==> src/rtl/udc_bus_ctrl.sv <==
// Host-side bus controller for the UDC counter: sequences ncs/A/nwr/nrd
// with programmable setup/strobe/hold timing and issues start pulses.
module udc_bus_ctrl #(
    parameter int unsigned SETUP_CYC  = 1,
    parameter int unsigned STROBE_CYC = 2,
    parameter int unsigned HOLD_CYC   = 1
) (
    input  logic       clk,
    input  logic       reset,
    input  logic       cmd_valid,
    output logic       cmd_ready,
    input  logic       cmd_rw,
    input  logic [1:0] cmd_addr,
    input  logic [7:0] cmd_wdata,
    output logic       rsp_valid,
    output logic [7:0] rsp_rdata,
    input  logic       start_req,
    output logic       ncs,
    output logic       nwr,
    output logic       nrd,
    output logic       A0,
    output logic       A1,
    output logic       start_in,
    output logic [7:0] dout,
    output logic       dout_en,
    input  logic [7:0] din_i
);

    typedef enum logic [1:0] {IDLE, SETUP, STROBE, HOLD} state_t;

    localparam logic [3:0] SETUP_LD  = 4'(SETUP_CYC - 1);
    localparam logic [3:0] STROBE_LD = 4'(STROBE_CYC - 1);
    localparam logic [3:0] HOLD_LD   = 4'(HOLD_CYC - 1);

    state_t     state, state_n;
    logic [3:0] cnt, cnt_n;
    logic       rw_q, rw_n;
    logic [1:0] addr_q, addr_n;
    logic [7:0] data_q, data_n;
    logic       pend, pend_n, pend_set;
    logic       accept, busy, fire, strobe;
    logic       ncs_n, nwr_n, nrd_n, en_n;
    logic       ready_n, rsp_n;
    logic [1:0] a_n;
    logic [7:0] dout_n, rdata_n;

    always_comb begin
        state_n  = state;
        cnt_n    = cnt;
        rw_n     = rw_q;
        addr_n   = addr_q;
        data_n   = data_q;
        accept   = cmd_valid & cmd_ready;
        rsp_n    = 1'b0;
        rdata_n  = rsp_rdata;
        unique case (state)
            IDLE: begin
                if (accept) begin
                    state_n = SETUP;
                    cnt_n   = SETUP_LD;
                    rw_n    = cmd_rw;
                    addr_n  = cmd_addr;
                    data_n  = cmd_wdata;
                end
            end
            SETUP: begin
                if (cnt == 4'd0) begin
                    state_n = STROBE;
                    cnt_n   = STROBE_LD;
                end else begin
                    cnt_n = cnt - 4'd1;
                end
            end
            STROBE: begin
                if (cnt == 4'd0) begin
                    state_n = HOLD;
                    cnt_n   = HOLD_LD;
                    if (!rw_q) rdata_n = din_i;
                end else begin
                    cnt_n = cnt - 4'd1;
                end
            end
            HOLD: begin
                if (cnt == 4'd0) begin
                    state_n = IDLE;
                    rsp_n   = ~rw_q;
                end else begin
                    cnt_n = cnt - 4'd1;
                end
            end
            default: state_n = IDLE;
        endcase

        // Outputs are registered, so derive them from the next state.
        busy     = (state_n != IDLE);
        strobe   = (state_n == STROBE);
        pend_set = pend | start_req;
        fire     = ~busy & pend_set;
        pend_n   = pend_set & ~fire;
        ready_n  = ~busy & ~fire;
        ncs_n    = ~busy;
        nwr_n    = ~(strobe & rw_n);
        nrd_n    = ~(strobe & ~rw_n);
        en_n     = busy & rw_n;
        a_n      = busy ? addr_n : 2'b00;
        dout_n   = en_n ? data_n : 8'h00;
    end

    always_ff @(posedge clk or negedge reset) begin
        if (!reset) begin
            state     <= IDLE;
            cnt       <= 4'd0;
            rw_q      <= 1'b0;
            addr_q    <= 2'b00;
            data_q    <= 8'h00;
            pend      <= 1'b0;
            cmd_ready <= 1'b0;
            start_in  <= 1'b0;
            ncs       <= 1'b1;
            nwr       <= 1'b1;
            nrd       <= 1'b1;
            A1        <= 1'b0;
            A0        <= 1'b0;
            dout      <= 8'h00;
            dout_en   <= 1'b0;
            rsp_valid <= 1'b0;
            rsp_rdata <= 8'h00;
        end else begin
            state     <= state_n;
            cnt       <= cnt_n;
            rw_q      <= rw_n;
            addr_q    <= addr_n;
            data_q    <= data_n;
            pend      <= pend_n;
            cmd_ready <= ready_n;
            start_in  <= fire;
            ncs       <= ncs_n;
            nwr       <= nwr_n;
            nrd       <= nrd_n;
            A1        <= a_n[1];
            A0        <= a_n[0];
            dout      <= dout_n;
            dout_en   <= en_n;
            rsp_valid <= rsp_n;
            rsp_rdata <= rdata_n;
        end
    end

endmodule

==> config.mk <==
export PLATFORM = sky130hd
export DESIGN_NAME = udc_bus_ctrl
export DESIGN_NICKNAME = d
export VERILOG_FILES = /design/src/rtl/udc_bus_ctrl.sv
export SDC_FILE = /design/constraint.sdc
export NUM_CORES = 1
export LEC_CHECK = 0
export CAP_MARGIN = 15
export CORE_UTILIZATION = 30
export CTS_BUF_LIST = sky130_fd_sc_hd__clkbuf_8
export DETAILED_ROUTE_END_ITERATION = 8
export PLACE_DENSITY = 0.56
export SLEW_MARGIN = 20
export SYNTH_ARGS = -nofsm -noshare
export SYNTH_HDL_FRONTEND = slang
export SYNTH_SLANG_ARGS = --single-unit
==> constraint.sdc <==
create_clock -name clk -period 3.8 [get_ports clk]
set_input_delay 0.38 -clock clk [delete_from_list [all_inputs] [get_ports clk]]
set_output_delay 0.38 -clock clk [all_outputs]
set_load 0.02 [all_outputs]
; ---- Word level (Yosys, flattened, before mapping)
; Cells that the tools add are included.
[op_classes]
n_addsub = 1
n_mul = 0
eq_ne = 6
div_mod_pow = 0
reduce_logical = 5
magnitude_cmp = 0
n_mux = 20
bitwise_logic = 14
shift = 0
[ops]
columns = operator, count
row1 = 8-bit 2-to-1 mux, 3
row2 = 4-bit 2-to-1 mux, 4
row3 = 4-bit case mux with 4 select lines, 1
row4 = 2-bit 2-to-1 mux, 7
row5 = 2-bit case mux with 4 select lines, 1
row6 = 1-bit bitwise AND, 7
row7 = "2-bit equality test, second input constant", 3
row8 = 1-bit NOT, 6
row9 = 4-bit zero test, 1
row10 = 1-bit 2-to-1 mux, 4
row11 = "2-bit != test, second input constant", 2
row12 = "4-bit by 1-bit subtractor with 4-bit output, second input constant", 1
row13 = 3-bit AND reduction, 1
row14 = "2-bit by 1-bit equality test with 1-bit output, second input constant", 1
row15 = 2-bit zero test, 1
row16 = 2-bit AND reduction, 1
row17 = 2-bit nonzero test, 1
row18 = 1-bit bitwise OR, 1
[totals]
mem_count = 0
latch_bits = 0
register_bits = 43
mem_bits_ro = 0
inputBits = 23
output_inout_bits = 25
mem_bits_rw = 0

; ---- Longest topological paths before layout
[logic_depth]
word_depth = 8
mapped_depth = 7
depth_no_buf = 6

; ---- Worst setup path after synthesis
; No wires, ideal clock.
[synth_path]
path_kind = register to register
startpoint = register cnt[0]
endpoint = register rsp_rdata[0]
path_stages_with_launch = 8
setup_ns = 0.125
setup_slack_ns = 1.793
n_path_buf = 2
arrival_time_ns = 1.882
synth_period_minus_slack_ns = 2.007
required_ns = 3.675
cell_sequence = dfrtp_1 > inv_1 > ha_1 > or3b_1 > buf_2 > or3_1 > buf_6 > mux2_4
[synth_via]
elab_chain_cells = 2
[synth_lines]
columns = item, line
row1 = "start, declared", 36  ; logic [3:0] cnt, cnt_n;
row2 = "start signal, assigned", 130  ; cnt <= cnt_n;
row3 = 4-bit zero test, 75  ; if (cnt == 4'd0) begin
row4 = 3-bit AND reduction (no line), -
row5 = "end signal, assigned", 145  ; rsp_rdata <= rdata_n;
row6 = "end, declared", 16  ; output logic [7:0] rsp_rdata,
; Every way passes these cells.
; A chain may end at the register's enable or synchronous reset.

; ---- Final worst setup path
[layout_path]
startpoint = register cnt[0]
endpoint = register rsp_rdata[5]
; Same word-level chain as after synthesis.

==> impl_results.md <==
* Fmax achieved at 455 MHz
* Crit path from: cnt[0]
* CP Class: flip-flop to flip-flop
* Worst ir drop on vdd at 0.260 mV
* Crit-path slowest cell: or3_1
* GRT overflow at 0
* Initial core utilization at 31.3%
* DRT iter0 DRCs at 125
* Hold Vio Cnt, Final at 0
* Die Span Y at 78.3 um
* Largest net degree at the start of global routing at 44
* CP arrival at 2380 ps
* Root Buffer: clkbuf_8
* CTS tree: built
* First-pass GRT wire length at approximately 6000 um
* Final net count at approximately 220
* Synth Instances at 152
* Final ANT Viol Nets at 0
* Synth area leaders: dfrtp_1 57%, mux2_4 6.9%, nand2_1 6.2%
* CP required at 3980 ps
* Slowest stage delay, CP at 590 ps
* Synth async-reset ratio at 100%
* Clock buffer depth at 2
* Reg2reg path depth at 5
* Final period utilization at 57.8%
* Pwr/cell area at ~800 nW/um^2
* Die width at 78.3 um
* WL final at 3510 um
* Area leader, netlist: dfrtp_1
* Initial antenna violation count at 0
* Pleak at 0.00107 uW
* Crit path capture type: flip-flop
* Number of flops mapped to enable cells by yosys at 0
* Register area share after synthesis at 61.8%
* CTS buffer count at 5
* Full die area at 6130 um^2
* Core Area at 5570 um^2
* Setup_tns at 0 ps
* H-tree levels at 2
* Mapped Area at between 1500 and 2000 um^2
* # resized after CTS at 0
* Multi-input gate area at 627 um^2
* DR vias/cell at 4.69
* Fill count at 540
* Port buffer count at 47
* Status: complete, no violations
* Yosys top cell area share at between 50% and 60%
* Area growth, synth to finish at 37.3%
* Post-route minimum period at approximately 2200 ps
* Design area at 2400 um^2
* Max Cap Viol at 0
* Routability-driven placement congestion ratio at between 0.7 and 0.8
* First-pass detailed-route iteration total at 5
* Total GRT Usage at about an eighth
* Ordered cell list for the critical path: inv_1 -> ha_1 -> or3b_1 -> or3_1 -> mux2_4
* Setup crit end: rsp_rdata[5]
* Relative slew slack at 37.5%
* DR WL/cell at 13.0 um
* Yosys Warn Count at 0
* I/O pins at 48
* Distinct cells, synth at 33
* Vias at 1271
* Flops & latches, synth at 43
* Hold-fix buffers, CTS at 0
* HP Class: primary input to asynchronous set/reset pin
* R2r startpoint: cnt[0]
* Most used flip-flop cell after synthesis: dfrtp_1
* Clock latency on the worst-skew pair at 300 ps
* Vias in the first global route at 1320
* Worst R2R End: rsp_rdata[5]
* DR DRC count at 0
* Worst-path clk slew at ~80 ps
* Startpoint types: flip-flop
* DP Area at roughly 2300 um^2
* Avg Cell Area, Syn at 11.5 um^2
* FP Rows at 27
* CTS sink count at 43
* Slew Viols, Final at 0
* Final setup violation count at 0
* Reg2reg setup slack at between 1500 and 2000 ps
* Register area at between 1000 and 1500 um^2
* Crit path max fanout at 8
* Postcts setup bufs at 0
* DP Wirelength at 2280 um
* Final Skew at between 5 and 6 ps
* RSZ-0062 raised after global routing: no
* Worst slew pin tran at 938 ps
* Share of cells above drive strength 1 at 13.1%
* # diodes at 0
* Net Count, Synth at ~180
## logic make-up after synthesis
family	share of synthesized area (%)
flip-flops	61.8
XOR/XNOR	0.502
adder cells (fa/ha/maj)	0.716
multiplexers	8.81
AO/OA/AOI/OAI	6.95
AND/OR/NAND/NOR	18.1
buffers and inverters	3.15
## through the flow
stage / std cells / util, % / hold WS [ps] / power [uW] / setup WS (ps)
finish: 271 / 43.0 / 226 / 1960 / 1600
global route: 271 / 43.0 / 302 / 2100 / 1470
CTS: 271 / 43.0 / 275 / 1980 / 1600
detailed placement: 263 / 40.9 / 421 / 1600 / 1610
global placement: 263 / 40.9 / 416 / 1590 / 1660
floorplan: 152 / - / 84.4 / 1280 / 1790
## cell usage in the layout (no fill, tap or decap), drive strengths merged, types with 2 or more instances in the layout
cell type      count
a21o               2
buf                2
clkinv             2
o21ai              2
dfrtp             40
and2               3
nor2               5
nand2             29
nand2b             2
mux2              11
dfstp              3
inv                2
nor3               4
clkbuf             6
a21oi              8
nand3             16
clkdlybuf4s50     46
## cell type report
cell class                 instances  area share (%)
multi-input combinational         97            26.1
clock inverter                     2            1.46
clock buffer                       6            3.44
timing repair buffer              48            19.7
inverter                           3           0.469
tap                               72            3.76
sequential                        43            45.0
## state kept, by name (all words and copies together) (netlist names)
signal	flops
rsp_valid	1
ncs	1
dout_en	1
addr_q	2
rw_q	1
data_q	8
dout	8
cmd_ready	1
A0	1
cnt	4
pend	1
nrd	1
state	2
A1	1
start_in	1
rsp_rdata	8
nwr	1
## worst min path at each step
stage / startpoint / end / slack [ps]
after floorplan: reset / A0 / 80
after global placement: pend / cmd_ready / 420
after detailed placement: pend / cmd_ready / 420
after CTS: reset / rsp_rdata[6] / 270
after global routing: reset / rsp_rdata[6] / 300
final: reset / A1 / 230
## worst max-delay path: cells and delay by family, from the launching register on
kind / cells / cell delay [ps]
flops: 1 / 410
simple gates: 2 / 1040
buf+inv: 1 / 70
mux: 1 / 370
fa+ha+maj: 1 / 190
## cell usage after synthesis (all sizes together), types with 2 or more instances
| library cell | instances |
|---|---|
| nor2 | 5 |
| a21oi | 8 |
| mux2 | 11 |
| buf | 3 |
| dfrtp | 40 |
| dfstp | 3 |
| o21ai | 2 |
| inv | 2 |
| clkbuf | 6 |
| and2 | 3 |
| nand2b | 2 |
| nand2 | 29 |
| nor3 | 4 |
| nand3 | 16 |
| a21o | 2 |
## where the power goes
group | switching, uW | internal (uW) | total, uW | leakage (uW)
registers | 132 | 655 | 788 | 0.000539
logic | 389 | 412 | 801 | 0.000469
clock network | 157 | 213 | 369 | 0.0000612
## per-layer routing
layer / wire [um] / vias to the layer above / global-route usage (%) / share of wire [%]
met5: 0 / - / 0 / 0
li1: - / 609 / - / -
met1: 1530 / 612 / 15.5 / 44
met2: 1710 / 43 / 22.2 / 49
met3: 224 / 7 / 4.77 / 6.4
met4: 48 / 0 / 3.89 / 1.4
Note: power is estimated with default switching activity, not from simulation.
